**src/rtl/anc_ctrl_pkg.sv**
```systemverilog
// Shared definitions for the multi-channel ANC update controller.
//   state_t  : controller FSM states (2-bit encoding)
//   DEF_W    : default sample / step-size width
//   DEF_FRAC : default number of fractional bits in the step size
//   DEF_RND  : round-half-up bias for the default fractional width
package anc_ctrl_pkg;

   typedef enum logic [1:0] {
      IDLE = 2'd0,
      CALC = 2'd1,
      WAIT = 2'd2,
      EMIT = 2'd3
   } state_t;

   localparam int DEF_W    = 16;
   localparam int DEF_FRAC = 15;
   localparam int DEF_RND  = 1 << (DEF_FRAC - 1);

endpackage

```
**src/rtl/anc_sat_mult.sv**
```systemverilog
// Combinational weight-adjust datapath: adj = sat(((e - a) * u + 2^(FRAC-1)) >>> FRAC).
// Ports:
//   e_i   [W-1:0]  error sample (signed)
//   a_i   [W-1:0]  anti-noise sample (signed)
//   u_i   [W-1:0]  step size, FRAC fractional bits (signed)
//   adj_o [W-1:0]  rounded, saturated adjustment (signed)
module anc_sat_mult #(
   parameter int W    = 16,
   parameter int FRAC = 15
) (
   input  logic [W-1:0] e_i,
   input  logic [W-1:0] a_i,
   input  logic [W-1:0] u_i,
   output logic [W-1:0] adj_o
);

   localparam int PW = 2 * W + 1;
   localparam logic signed [PW-1:0] ONE     = {{(PW - 1){1'b0}}, 1'b1};
   localparam logic signed [PW-1:0] RND     = ONE <<< (FRAC - 1);
   localparam logic signed [PW-1:0] SAT_MAX = {{(W + 2){1'b0}}, {(W - 1){1'b1}}};
   localparam logic signed [PW-1:0] SAT_MIN = {{(W + 2){1'b1}}, {(W - 1){1'b0}}};

   logic signed [W:0]    diff_s;
   logic signed [PW-1:0] diff_x_s;
   logic signed [PW-1:0] u_x_s;
   logic signed [PW-1:0] prod_s;
   logic signed [PW-1:0] shr_s;

   // Widened difference and product cannot overflow; clamp after the rounding shift.
   always_comb begin
      diff_s   = $signed({e_i[W-1], e_i}) - $signed({a_i[W-1], a_i});
      diff_x_s = {{W{diff_s[W]}}, diff_s};
      u_x_s    = {{(W + 1){u_i[W-1]}}, u_i};
      prod_s   = diff_x_s * u_x_s;
      shr_s    = (prod_s + RND) >>> FRAC;
      if (shr_s > SAT_MAX) begin
         adj_o = SAT_MAX[W-1:0];
      end else if (shr_s < SAT_MIN) begin
         adj_o = SAT_MIN[W-1:0];
      end else begin
         adj_o = shr_s[W-1:0];
      end
   end

endmodule

```
**src/rtl/anc_controller_mc.sv**
```systemverilog
// Multi-channel ANC update controller. Latches one frame of per-channel
// samples, then for each channel 0..CH-1 computes the weight adjustment,
// pulses the shared FIR engine, waits for completion (bounded by TIMEOUT)
// and hands the result downstream over a valid/ready port.
// Ports:
//   clk, rst                     clock, synchronous active-high reset
//   in_valid / in_ready          frame handshake
//   e_in, x_in, a_in [W*CH]      per-channel samples, ch k at [k*W +: W]
//   u_in [W]                     step size
//   fir_go, fir_ch, x_out,
//   weight_adjust                FIR launch interface
//   fir_done, fir_out [2W]       FIR completion interface
//   out_valid / out_ready,
//   out_sample [2W], out_ch      result port
//   timeout_err                  sticky FIR timeout flag
module anc_controller_mc
   import anc_ctrl_pkg::*;
#(
   parameter int W       = DEF_W,
   parameter int FRAC    = DEF_FRAC,
   parameter int CH      = 4,
   parameter int CHW     = (CH > 1) ? $clog2(CH) : 1,
   parameter int TIMEOUT = 1023,
   parameter int TW      = $clog2(TIMEOUT + 1)
) (
   input  logic              clk,
   input  logic              rst,
   input  logic              in_valid,
   output logic              in_ready,
   input  logic [W*CH-1:0]   e_in,
   input  logic [W*CH-1:0]   x_in,
   input  logic [W*CH-1:0]   a_in,
   input  logic [W-1:0]      u_in,
   output logic              fir_go,
   output logic [CHW-1:0]    fir_ch,
   output logic [W-1:0]      x_out,
   output logic [W-1:0]      weight_adjust,
   input  logic              fir_done,
   input  logic [2*W-1:0]    fir_out,
   output logic              out_valid,
   input  logic              out_ready,
   output logic [2*W-1:0]    out_sample,
   output logic [CHW-1:0]    out_ch,
   output logic              timeout_err
);

   state_t              state_q, state_d;
   logic [CHW-1:0]      k_q, k_d;
   logic [TW-1:0]       tmo_q, tmo_d;
   logic [W*CH-1:0]     e_q, e_d, x_q, x_d, a_q, a_d;
   logic [W-1:0]        u_q, u_d;
   logic                in_ready_q, in_ready_d;
   logic                fir_go_q, fir_go_d;
   logic [CHW-1:0]      fir_ch_q, fir_ch_d;
   logic [W-1:0]        x_out_q, x_out_d;
   logic [W-1:0]        wadj_q, wadj_d;
   logic                out_valid_q, out_valid_d;
   logic [2*W-1:0]      out_sample_q, out_sample_d;
   logic [CHW-1:0]      out_ch_q, out_ch_d;
   logic                terr_q, terr_d;

   logic [W-1:0]        e_sel_s, x_sel_s, a_sel_s, adj_s;
   logic                last_ch_s;

   assign e_sel_s   = e_q[W*int'(k_q) +: W];
   assign x_sel_s   = x_q[W*int'(k_q) +: W];
   assign a_sel_s   = a_q[W*int'(k_q) +: W];
   assign last_ch_s = (k_q == CHW'(CH - 1));

   anc_sat_mult #(.W(W), .FRAC(FRAC)) u_sat_mult (
      .e_i   (e_sel_s),
      .a_i   (a_sel_s),
      .u_i   (u_q),
      .adj_o (adj_s)
   );

   // Next-state and output-register logic for the channel sequencer.
   always_comb begin
      state_d      = state_q;
      k_d          = k_q;
      tmo_d        = tmo_q;
      e_d          = e_q;
      x_d          = x_q;
      a_d          = a_q;
      u_d          = u_q;
      fir_go_d     = 1'b0;   // never held: a pulse only on leaving CALC
      fir_ch_d     = fir_ch_q;
      x_out_d      = x_out_q;
      wadj_d       = wadj_q;
      out_valid_d  = out_valid_q;
      out_sample_d = out_sample_q;
      out_ch_d     = out_ch_q;
      terr_d       = terr_q;
      case (state_q)
         IDLE: begin
            if (in_valid) begin
               e_d     = e_in;
               x_d     = x_in;
               a_d     = a_in;
               u_d     = u_in;
               k_d     = '0;
               state_d = CALC;
            end else begin
               state_d = IDLE;
            end
         end
         CALC: begin
            x_out_d  = x_sel_s;
            fir_ch_d = k_q;
            wadj_d   = adj_s;
            fir_go_d = 1'b1;
            tmo_d    = '0;
            state_d  = WAIT;
         end
         WAIT: begin
            if (fir_done) begin
               out_sample_d = fir_out;
               out_ch_d     = k_q;
               out_valid_d  = 1'b1;
               state_d      = EMIT;
            end else if (tmo_q == TW'(TIMEOUT - 1)) begin
               // This is the TIMEOUT-th cycle spent waiting.
               tmo_d        = tmo_q + TW'(1);
               out_sample_d = '0;
               out_ch_d     = k_q;
               out_valid_d  = 1'b1;
               terr_d       = 1'b1;
               state_d      = EMIT;
            end else begin
               tmo_d = tmo_q + TW'(1);
            end
         end
         EMIT: begin
            if (out_ready) begin
               out_valid_d = 1'b0;
               if (last_ch_s) begin
                  state_d = IDLE;
               end else begin
                  k_d     = k_q + CHW'(1);
                  state_d = CALC;
               end
            end else begin
               state_d = EMIT;
            end
         end
         default: begin
            state_d = IDLE;
         end
      endcase
      in_ready_d = (state_d == IDLE);
   end

   // State and output registers with synchronous reset.
   always_ff @(posedge clk) begin
      if (rst) begin
         state_q      <= IDLE;
         k_q          <= '0;
         tmo_q        <= '0;
         e_q          <= '0;
         x_q          <= '0;
         a_q          <= '0;
         u_q          <= '0;
         in_ready_q   <= 1'b1;
         fir_go_q     <= 1'b0;
         fir_ch_q     <= '0;
         x_out_q      <= '0;
         wadj_q       <= '0;
         out_valid_q  <= 1'b0;
         out_sample_q <= '0;
         out_ch_q     <= '0;
         terr_q       <= 1'b0;
      end else begin
         state_q      <= state_d;
         k_q          <= k_d;
         tmo_q        <= tmo_d;
         e_q          <= e_d;
         x_q          <= x_d;
         a_q          <= a_d;
         u_q          <= u_d;
         in_ready_q   <= in_ready_d;
         fir_go_q     <= fir_go_d;
         fir_ch_q     <= fir_ch_d;
         x_out_q      <= x_out_d;
         wadj_q       <= wadj_d;
         out_valid_q  <= out_valid_d;
         out_sample_q <= out_sample_d;
         out_ch_q     <= out_ch_d;
         terr_q       <= terr_d;
      end
   end

   assign in_ready      = in_ready_q;
   assign fir_go        = fir_go_q;
   assign fir_ch        = fir_ch_q;
   assign x_out         = x_out_q;
   assign weight_adjust = wadj_q;
   assign out_valid     = out_valid_q;
   assign out_sample    = out_sample_q;
   assign out_ch        = out_ch_q;
   assign timeout_err   = terr_q;

endmodule
```
**config.mk**
```make
export PLATFORM = sky130hd
export DESIGN_NAME = anc_controller_mc
export DESIGN_NICKNAME = d
export VERILOG_FILES = /design/src/rtl/anc_ctrl_pkg.sv /design/src/rtl/anc_sat_mult.sv /design/src/rtl/anc_controller_mc.sv
export SDC_FILE = /design/constraint.sdc
export NUM_CORES = 1
export LEC_CHECK = 0
export ABC_AREA = 1
export CAP_MARGIN = 20
export CORE_MARGIN = 2
export CORE_UTILIZATION = 45
export DETAILED_ROUTE_END_ITERATION = 10
export DONT_BUFFER_PORTS = 1
export PLACE_DENSITY = 0.71
export REMOVE_ABC_BUFFERS = 1
export SYNTH_ARGS = -nofsm -noshare
export SYNTH_HDL_FRONTEND = slang
export SYNTH_SLANG_ARGS = --single-unit
```
**constraint.sdc**
```tcl
create_clock -name clk -period 7.8 [get_ports clk]
set_clock_uncertainty 0.1 [all_clocks]
set_input_delay 0.78 -clock clk [delete_from_list [all_inputs] [get_ports clk]]
set_output_delay 0.78 -clock clk [all_outputs]
set_load 0.05 [all_outputs]
```
* After elaboration in Yosys (flattened, before gate mapping)
Cells that the tools add are included. W data, S select, Z words.
Cells by class: $add $sub $neg 4, $mul 1, $lt $le $gt $ge 2, equal/unequal tests 10, shifts and indexed selects 3, muxes and demuxes 23, bitwise logic cells 1, reduce and logical (&&, ||, !) cells 12
Operators with widths (count):
- $shiftx A64 B7 Y16 | 3
- $mux W32 | 2
- $add A33 B16 Y33 const B | 1
- $mul A17 B16 Y33 | 1
- $mux W16 | 2
- $pmux W10 S2 | 1
- $gt A18 B16 Y1 const B | 1
- $lt A18 B16 Y1 const B | 1
- $sub A16 B16 Y17 | 1
- $mux W2 | 8
- $add A10 B1 Y10 const B | 1
- $eq A10 B10 Y1 const B | 1
- $mux W10 | 1
- $ne A2 B2 Y1 const B | 4
- $pmux W2 S4 | 1
- $reduce_bool A2 Y1 | 4
- $eq A2 B2 Y1 const B | 3
- $mux W1 | 6
- $reduce_and A2 Y1 | 3
- $reduce_and A3 Y1 | 2
- $logic_not A2 Y1 | 2
- $pmux W2 S2 | 1
- $reduce_and A4 Y1 | 1
- $ne A3 B3 Y1 const B | 1
- other kinds (4) | 4
Word-level totals: register bits 294, bits of input ports 245, output and inout port bits 72, logic and storage cells 72

* Depth between registers and ports, before layout
Gate-level depths: netlist of the first run.
depth in word-level cells 7, depth in mapped cells 46, depth with buffers taken out 42

* Hierarchy
Synthesis of the first run repeated with hierarchy kept, for this count alone.
Second synthesis, totals: cells, all modules 3169, area, all modules 23538.8 µm²
Modules (own cells, without submodules):
- anc_sat_mult | instances 1, cells an instance 1553, area each 11783.8 µm², sequential area each 0.0 µm²
- anc_controller_mc | instances 1, cells an instance 1616, area each 11755.0 µm², sequential area each 5885.6 µm²

* Worst setup path before layout of the first run
No wires, ideal clock.
path kind register to register, start point register k_q[0], end point register wadj_q[10], in the netlist weight_adjust[10], setup time 67 ps, arrival 7916 ps, required time 7633 ps, setup slack -283 ps, stages on the path, launching flop included 39, path buffers 4, period minus slack after synthesis 8083 ps, cells stage by stage dfxtp_1 -> clkbuf_1 -> clkbuf_1 -> clkbuf_1 -> o21ai_0 -> o22ai_1 -> ha_1 -> inv_1 -> fa_1 -> nand3_1 -> nand2_1 -> a21o_1 -> nand3_1 -> nand2_1 -> nand2_1 -> nand2_2 -> nor2_1 -> inv_1 -> [... 3 more ...] -> fa_1 -> fa_1 -> fa_1 -> inv_1 -> fa_1 -> inv_1 -> ha_1 -> a21o_1 -> a21oi_2 -> o21ai_0 -> a21oi_2 -> nand2_2 -> nor2_1 -> inv_1 -> nand3_1 -> nand2_4 -> buf_12 -> a21oi_2
Between the ends: cells in the longest elaborated chain, start to end 7, elaborated cells on any way between the ends 9, classes of those cells add/sub (2); mul (1); order compare (2); shift (2); mux (2)
Ends and longest elaborated chain:
- from (decl) | RTL line anc_controller_mc.sv:48 | logic [CHW-1:0] k_q, k_d;
- from (signal assigned) | RTL line anc_controller_mc.sv:174 | k_q <= k_d;
- $shiftx A64 B7 Y16 (on tied branches) | RTL line anc_controller_mc.sv:65, anc_controller_mc.sv:67
- $sub A16 B16 Y17 * | RTL line anc_sat_mult.sv:31 | diff_s = $signed({e_i[W-1], e_i}) - $signed({a_i[W-1], a_i});
- $mul A17 B16 Y33 * | RTL line anc_sat_mult.sv:34 | prod_s = diff_x_s * u_x_s;
- $add A33 B16 Y33 * | RTL line anc_sat_mult.sv:35 | shr_s = (prod_s + RND) >>> FRAC;
- $lt A18 B16 Y1 | RTL line anc_sat_mult.sv:38 | end else if (shr_s < SAT_MIN) begin
- $mux W16 | RTL line anc_sat_mult.sv:38
- $mux W16 * | RTL line anc_sat_mult.sv:36 | if (shr_s > SAT_MAX) begin
- to (signal assigned) | RTL line anc_controller_mc.sv:184 | wadj_q <= wadj_d;
- to (decl) | RTL line anc_controller_mc.sv:56 | logic [W-1:0] wadj_q, wadj_d;
Mark *: on every way between the ends. The rest lies on a longest branch, timed or not. A chain may end at the register's enable or synchronous reset.

* Worst setup path in the final report of the first run
start point register k_q[0], end point register wadj_q[2], in the netlist weight_adjust[2]
Same word-level chain as after synthesis.

==> flow_summary.yaml, run 1 <==
setup_path:
  cp.arrival_ns: 8.14
  crit_path_max_incr_delay_ns: 0.65
  path_max_fanout: 8
  startpoint_type: "flop"
  crit_required_ns: 8.19
  cp-end-kind: "flop"
  worstSetupPathType: "reg2reg"
  cpMaxStageDelayCell: "fa_2"
  cpMostUsedCell: "fa_1"
place:
  place_hpwl_mm: 48.4
  gp_congestion: 0.955
  place_inst: 3810
  numPortBuffers: 0
  post_dp_cell_area_sq_um: 25100
hold_path:
  hp-class: "in2reg"
drt:
  wl_per_cell_um: 17.2
  wl_met2_mm: 32.7
  viasPerCell: 5.23
  wl_met3_mm: 4.82
  drt_first_iter_violations: 1433
  wl_mm: 67.5
  wl_met1_mm: 27.7
  drc: 0
  vias: 20600
  ant_nets: 0
  drt-pass1-iter-count: 6
  top_layer: "met5"
sta:
  max_slew_margin_pct: 28.0
  finalSetupViolCount: 0
  worst_pin_slew_ns: 1.08
  fmax_mhz: 129
  rsz0062_at_grt: "true"
  fin_crit_sh_pct: 99.4
  hold_viol: 0
  layout_min_cycle_time_ns: 7.76
  maxSlewViolCount: 0
cells_and_area:
  layout-drive-gt1-share_pct: 19.5
  fin_util_pct: 56.0
  instances_no_fill: 3934
  syn_to_final_growth_pct: 22.3
  fillCellCount: 4571
  fin_nets: 3842
  finalInstanceArea_sq_um: 28200
run_status:
  outcome: "complete, no violations"
clock_tree:
  cts.reportedPaths.clkPinSlew_ns: 0.06
  cts_root_buf: "clkbuf_16"
  clk_latency_ns: 0.60
  cts_max_level: 1
  ctsLongestPathBuffers: 3
  hold_buffers: 0
  cts_tree: "built"
  clock_sinks: 294
  numCtsBuffers: 31
global_route:
  grt_pass1_wl_mm: 103
  grt_pass1_vias: 20100
  antenna_found_initial: 16
  grtUsageTotal_pct: 24.0
  grt_max_degree: 131
  gr-total-overflow: 0
job:
  max_cap_viol_count: 0
yosys:
  synth_cell_types: 51
  synth-seq-area-share_pct: 25.5
  avgSynthCellArea_sq_um: 7.51
  ys.flop_type: "dfxtp_1"
  synth.top_cells.by_area: "dfxtp_1 (26%), fa_1 (24%), nor2_1 (11%)"
  yosys.area.top_type: "dfxtp_1"
  ys_async_sr_fraction_pct: 0
  ys_ff_latch: 294
  synth_edf_count: 0
  synth_top_area_share_pct: 25.5
  synthCells: 3070
  yosys_warnings: 0
  netlist_area_sq_um: 23100
floorplan:
  io_pins: 317
  dieArea_sq_um: 53100
  coreArea_sq_um: 50400
  start_util_pct: 45.8
  die_h_um: 230
  die_w_um: 230
  rows: 82
## cells in the final DEF, fill, tap and decap left out, drive strengths merged, types with 30 or more instances in the layout
| master | n |
|---|---|
| nor2 | 657 |
| inv | 470 |
| nand2 | 427 |
| o21ai | 323 |
| dfxtp | 294 |
| fa | 277 |
| buf | 260 |
| a21oi | 143 |
| ha | 98 |
| nand3 | 72 |
| clkbuf | 54 |
| o22ai | 30 |
## registers in the layout (all words and copies together), names as in the netlist
signal / cells
e_q: 64
x_out: 16
out_sample: 32
timeout_err: 1
k_q: 2
u_q: 16
out_ch: 2
weight_adjust: 16
state_q: 2
a_q: 64
tmo_q: 10
fir_go: 1
x_q: 64
fir_ch: 2
in_ready: 1
out_valid: 1
## layer usage
layer | global-route usage (%) | vias up
met5 | 0 | -
li1 | - | 9863
met3 | 3.94 | 139
met1 | 30.7 | 9900
met4 | 7.74 | 2
met2 | 41.5 | 674
## per-stage QoR
| stage | hold WS, ns | worst slack, ns | TNS, ns |
|---|---|---|---|
| global placement | 0.342 | -0.140 | -2.10 |
| CTS | 0.127 | -0.0149 | -0.0210 |
| global route | 0.129 | -0.235 | -3.48 |
| finish | 0.148 | 0.0439 | 0 |
| floorplan | 0.331 | -2.64 | -41.82 |
| detailed placement | 0.346 | -0.221 | -2.83 |
## worst paths after layout
path                start          endpoint  slack, ns  cells past startpoint
hold / removal        rst     out_sample[8]       0.15                      1
setup / recovery   k_q[0]  weight_adjust[2]       0.04                     36
setup reg to reg   k_q[0]  weight_adjust[2]       0.04                     36
hold reg to reg   x_q[63]           x_q[63]       0.37                      2
## critical path: cells and delay by family, from the launching register on
| family | cells | cell delay, ns |
|---|---|---|
| AO/OA/AOI/OAI | 10 | 1.49 |
| flip-flops | 1 | 0.43 |
| AND/OR/NAND/NOR | 10 | 1.12 |
| adder cells (fa/ha/maj) | 8 | 3.60 |
| buffers and inverters | 8 | 0.87 |
## cells by family after synthesis
| family | share of synthesized area (%) |
|---|---|
| xor+xnor | 0.911 |
| buf+inv | 10.4 |
| compound gates | 13.3 |
| simple gates | 20.5 |
| fa+ha+maj | 29.4 |
| flops | 25.5 |
## cell usage after synthesis (2+ instances only)
cell	count
nor2_1	650
inv_1	459
nand2_1	409
o21ai_0	315
dfxtp_1	294
fa_1	277
clkbuf_1	134
a21oi_1	129
ha_1	98
nand3_1	71
o22ai_1	30
a32o_1	16
xor2_1	16
nand2_2	15
a21oi_2	14
or2_2	13
inv_2	11
a211oi_1	10
buf_1	9
nor3_1	8
o21a_1	8
o21ai_1	8
xnor2_1	8
a21o_1	7
clkinv_1	7
nor2_2	7
buf_2	5
nand4_1	5
o21bai_1	4
nor4_1	3
o211ai_1	3
a221oi_1	2
and3_1	2
nor3_2	2
o221ai_1	2
o311ai_0	2
o31ai_1	2
or2_1	2
## layout make-up
class                      count  area (sq um)  area share, %
clock buffer                  46           942           3.34
tap                          672           841           2.98
sequential                   294          5890           20.9
multi-input combinational   2150         16100           57.0
clock inverter                12           159          0.563
inverter                     477          1840           6.53
timing repair buffer         268          2410           8.54
antenna                       15          37.5          0.133
## what timing repair did
action	CTS	global route
buffers inserted	4	33
pin swaps	12	150
gates cloned	2	12
setup endpoints to repair	16	16
resized for setup	43	326
Power of run 1 is left out: the tool's default activity adds up to more than one toggle a clock period on the data nets, which glitch-free logic cannot reach.
==> inputs of run 2 (changes only) <==
Settings changed: TNS_END_PERCENT from default to 50.
==> flow_summary.yaml, run 2 (synthesis results as in run 1) <==
drt:
  drt-pass1-iter-count: 6
  wl_per_cell_um: 17.2
  viasPerCell: 5.22
  wl_mm: 67.5
  drt_first_iter_violations: 1484
  ant_nets: 0
  vias: 20500
  drc: 0
setup_path:
  cpMostUsedCell: "fa_1"
  path_max_fanout: 8
  cp.arrival_ns: 8.14
  crit_path_max_incr_delay_ns: 0.65
  worstSetupPathType: "reg2reg"
  cpMaxStageDelayCell: "fa_2"
  cp-end-kind: "flop"
  startpoint_type: "flop"
  crit_required_ns: 8.19
floorplan:
  io_pins: 317
  rows: 82
  dieArea_sq_um: 53100
  coreArea_sq_um: 50400
  die_h_um: 230
  die_w_um: 230
  start_util_pct: 45.8
sta:
  fmax_mhz: 129
  fin_crit_sh_pct: 99.4
  hold_viol: 0
  layout_min_cycle_time_ns: 7.76
  finalSetupViolCount: 0
  worst_pin_slew_ns: 1.09
  rsz0062_at_grt: "true"
  max_slew_margin_pct: 27.6
  whs_ns: 0.147
  maxSlewViolCount: 0
  setup_tns_ns: 0
place:
  place_hpwl_mm: 48.4
  post_dp_cell_area_sq_um: 25100
  gp_congestion: 0.955
  numPortBuffers: 0
global_route:
  grt_pass1_vias: 20100
  grt_max_degree: 131
  grt_pass1_wl_mm: 103
  gr-total-overflow: 0
  grtUsageTotal_pct: 24.0
  antenna_found_initial: 16
cells_and_area:
  layout_commonest_cell: "nor2_1"
  finalInstanceArea_sq_um: 28200
  fin_util_pct: 56.0
  fin_nets: 3842
  layout-drive-gt1-share_pct: 19.5
  reg_top3: "a_q: 64 flops, e_q: 64 flops, x_q: 64 flops"
  final_cell_mix: "nor2_1 (621), inv_1 (429), nand2_1 (352), dfxtp_1 (292), o21ai_0 (285)"
  syn_to_final_growth_pct: 22.3
job:
  max_cap_viol_count: 0
run_status:
  outcome: "complete, no violations"
clock_tree:
  clk_latency_ns: 0.60
  clock_sinks: 294
  cts.reportedPaths.clkPinSlew_ns: 0.06
  cts_tree: "built"
  cts_root_buf: "clkbuf_16"
  ctsLongestPathBuffers: 3
  numCtsBuffers: 31
  cts_max_level: 1
hold_path:
  hp-class: "in2reg"
run 2: cell counts in the layout (fill, tap and decap cells not counted):
Identical to the previous run, type by type.
run 2: layout make-up:
| class | instances | area (sq um) |
|---|---|---|
| Sequential cell | 294 | 5890 |
| Multi-Input combinational cell | 2150 | 16100 |
| Clock inverter | 12 | 159 |
| Timing Repair Buffer | 268 | 2410 |
| Antenna cell | 15 | 37.5 |
| Clock buffer | 46 | 942 |
| Inverter | 477 | 1840 |
| Tap cell | 672 | 841 |
| Fill cell | 4571 | 22200 |
run 2: what timing repair did:
action                     CTS  global route
setup endpoints to repair   16            16
gates resized for setup     43           325
cloned                       2            12
setup buffers                4            33
hold buffers                 0             0
pin swaps                   12           147
run 2: worst max-delay path: cells and delay by family (launching register included):
family,cells,cell delay (ns)
compound gates,10,1.49
buf+inv,8,0.87
simple gates,10,1.11
flops,1,0.43
fa+ha+maj,8,3.60
run 2: worst paths after layout:
kind | slack (ns) | depth (start not counted) | endpoint | startpoint
worst max-delay path | 0.04 | 36 | weight_adjust[2] | k_q[0]
worst min-delay path | 0.15 | 1 | out_sample[8] | rst
worst max register to register | 0.04 | 36 | weight_adjust[2] | k_q[0]
worst min register to register | 0.37 | 2 | x_q[63] | x_q[63]
run 2: metal layers:
| metal | GRT usage, % | vias up | part of all wire (%) |
|---|---|---|---|
| met5 | 0 | - | 0.016 |
| met4 | 7.74 | 2 | 3.5 |
| met3 | 3.94 | 148 | 7.3 |
| met2 | 41.5 | 691 | 48 |
| met1 | 30.7 | 9833 | 41 |
| li1 | - | 9860 | - |
run 2: stage by stage:
stage | setup slack (ns) | cells
floorplan | -2.64 | 2919
global placement | -0.140 | 3810
detailed placement | -0.221 | 3810
CTS | -0.0149 | 3874
global route | -0.235 | 3932
finish | 0.0450 | 3934
Power of run 2 is left out for the same reason.
==> inputs of run 3 (changes only) <==
Settings changed: RECOVER_POWER from default to 100, TNS_END_PERCENT 50 to 30.
==> flow_summary.yaml, run 3 (synthesis results as in run 1) <==
global_route:
  grt_max_degree: 131
  grtUsageTotal_pct: 24.0
  antenna_found_initial: 16
  gr-total-overflow: 0
  grt_pass1_vias: 20100
  grt_pass1_wl_mm: 103
sta:
  finalSetupViolCount: 0
  maxSlewViolCount: 0
  layout_min_cycle_time_ns: 7.73
  worst_pin_slew_ns: 1.09
  max_slew_margin_pct: 27.2
  rsz0062_at_grt: "true"
  fmax_mhz: 129
  whs_ns: 0.148
  fin_crit_sh_pct: 99.1
  hold_viol: 0
cells_and_area:
  instances_no_fill: 3930
  finalInstanceArea_sq_um: 28100
  fin_util_pct: 55.8
  layout-drive-gt1-share_pct: 19.4
  syn_to_final_growth_pct: 21.8
  final_cell_mix: "nor2_1 (622), inv_1 (429), nand2_1 (353), dfxtp_1 (292), o21ai_0 (286)"
  fin_nets: 3839
  reg_top3: "a_q: 64 flops, e_q: 64 flops, x_q: 64 flops"
  layout_commonest_cell: "nor2_1"
clock_tree:
  cts_tree: "built"
  cts.reportedPaths.clkPinSlew_ns: 0.06
  clk_latency_ns: 0.59
  clock_sinks: 294
  numCtsBuffers: 31
  cts_root_buf: "clkbuf_16"
  cts_max_level: 1
  ctsLongestPathBuffers: 3
drt:
  vias: 20500
  viasPerCell: 5.22
  drc: 0
  wl_mm: 67.2
  drt-pass1-iter-count: 6
  wl_per_cell_um: 17.1
  ant_nets: 0
  drt_first_iter_violations: 1445
setup_path:
  cp.arrival_ns: 8.12
  crit_required_ns: 8.19
  startpoint_type: "flop"
  cp-end-kind: "flop"
  crit_path_max_incr_delay_ns: 0.65
  path_max_fanout: 16
  worstSetupPathType: "reg2reg"
  cp_num_buf_inv: 8
  cpMaxStageDelayCell: "fa_2"
  cp_top_family: "adder cells"
place:
  place_hpwl_mm: 48.4
  post_dp_cell_area_sq_um: 25100
  numPortBuffers: 0
  place_inst: 3810
  gp_congestion: 0.955
floorplan:
  die_w_um: 230
  dieArea_sq_um: 53100
  coreArea_sq_um: 50400
  io_pins: 317
  start_util_pct: 45.8
  die_h_um: 230
  rows: 82
run_status:
  outcome: "complete, no violations"
hold_path:
  hp-class: "in2reg"
job:
  max_cap_viol_count: 0
[run 3: changes by cell type in the layout (fill, tap and decap cells not counted), sizes merged]
cell	before	now
buf	260	258
clkbuf	54	53
diode	15	14
[run 3: metrics by stage]
stage                     setup TNS (ns)  worst slack (ns)
after global routing               -2.96            -0.196
after detailed placement           -2.83            -0.221
final                                  0            0.0696
after floorplan                   -41.82             -2.64
after CTS                        -0.0210           -0.0149
after global placement             -2.10            -0.140
[run 3: metal layers]
metal  GRT usage, %  up-vias  wire length, um
met1           30.7     9825            27900
met5              0        -               11
met3           3.94      157             4670
met2           41.5      684            32300
met4           7.74        2             2430
li1               -     9850                -
[run 3: path summary, 6_finish.rpt]
check                             start                to  slack [ns]  cells past startpoint
worst min-delay path                rst     out_sample[8]        0.15                      1
worst max-delay path             k_q[0]  weight_adjust[9]        0.07                     36
worst max register to register   k_q[0]  weight_adjust[9]        0.07                     36
worst min register to register  x_q[63]           x_q[63]        0.37                      2
[run 3: layout make-up]
type	count	area, sq um
repair buffers	265	2360
well taps	672	841
fillers	4579	22300
clock buffers	46	942
inverters	477	1840
multi-input cells	2150	16000
flip-flops and latches	294	5890
diodes	14	35.0
clock inverters	12	159
[run 3: what timing repair did]
item | CTS | global route
pin swaps | 12 | 143
hold buffers | 0 | 0
setup endpoints to repair | 16 | 16
buffers inserted | 4 | 32
gates resized for setup | 43 | 314
cloned | 2 | 10
Power of run 3 is left out for the same reason.
==> patch (settings of run 1) <==
The package constant `DEF_W` goes from 16 to 14.
--- a/src/rtl/anc_ctrl_pkg.sv
+++ b/src/rtl/anc_ctrl_pkg.sv
@@ -13,5 +13,5 @@
    } state_t;
 
-   localparam int DEF_W    = 16;
+   localparam int DEF_W    = 14;
    localparam int DEF_FRAC = 15;
    localparam int DEF_RND  = 1 << (DEF_FRAC - 1);
Interface: changed (8 resized); port bits go from 317 to 279. The function was not compared with the original's and may differ.
==> patch against run 1 <==
- routed wire length shrank 24%
- sequential cell count is 34 lower
- setup slack better by 0.29 ns
- first-iteration DRC count decreased by 24%
- cell area down 24%
- synthesized area is 16% lower
- maximum frequency is 3.9% higher
- critical endpoint is now weight_adjust[5]
- largest cell class unchanged
Power is not shown: default switching activity piles up to over one toggle a cycle in this logic, so the estimate is an artifact.
==> patch: results (changes against run 1) <==
metric,value,unit,change
grtUsageMet1,0.2967,,-0.01012
post_drt_via_cell_ratio,5.272,,+0.79%
post-place-ws,-0.2347,ns,-0.01321 ns
wl_met1,21.86,mm,-21%
layout.nets,3088,,-20%
tightest_slew,1.020,ns,-0.05905 ns
cts_resized,10,,-77%
reg2reg_to,weight_adjust[5],,
wl_met2,24.50,mm,-25%
cts_made_buffers,29,,-6.5%
grtUsageTotal,0.2274,,-0.01298
grt_pass1_vias,16470,,-18%
grt_max_degree,137,,+4.6%
fin_crit,7.467,ns,-0.2888 ns
syn_inst,2613,,-15%
use_met2,0.3836,,-0.03157
synthAdderAreaFrac,0.2684,,-0.02510
hold_ws,0.1785,ns,+0.03065 ns
nFillCells,4032,,-12%
antenna_cells,0,,-15
met3WireLength,3.233,mm,-33%
antenna_found_initial,1,,-15
dpl.hpwl,39.13,mm,-19%
drt_pre_antenna_iters,7,,+1
critPathMaxFanout,23,,+15
top_regs,"a_q (56), e_q (56), x_q (56)",,
wl_per_cell,16.26,microns,-5.3%
outcome,"finished, final reports clean",,
grt_first_pass_wirelength,81.96,mm,-21%
-- patch: cell count changes in the layout (fill, tap and decap cells not counted), moves of 24 or more --
cell	delta
o21ai_1	-24
inv_1	-59
fa_1	-55
a21oi_2	-35
dfxtp_1	-33
nor2_1	-41
buf_4	-166
nand2_2	-35
-- patch: layout make-up --
| type | instances | area (sq um) | area share |
|---|---|---|---|
| Multi-Input combinational cell | 1837 | 12510 | 0.5850 |
| Sequential cell | 260 | 5209 | 0.2435 |
| Inverter | 387 | 1471 | 0.06878 |
| Clock buffer | 39 | 813.3 | 0.03802 |
| Tap cell | 539 | 674.4 | 0.03152 |
| Timing Repair Buffer | 68 | 609.3 | 0.02848 |
| Clock inverter | 10 | 101.3 | 0.004737 |
-- patch: critical path, delay by kind of cell, from the launching register on --
family / cells / cell delay, ns
xor+xnor: 1 / 0.27
compound gates: 3 / 0.51
flops: 1 / 0.40
fa+ha+maj: 8 / 3.64
buf+inv: 10 / 0.98
simple gates: 14 / 1.45
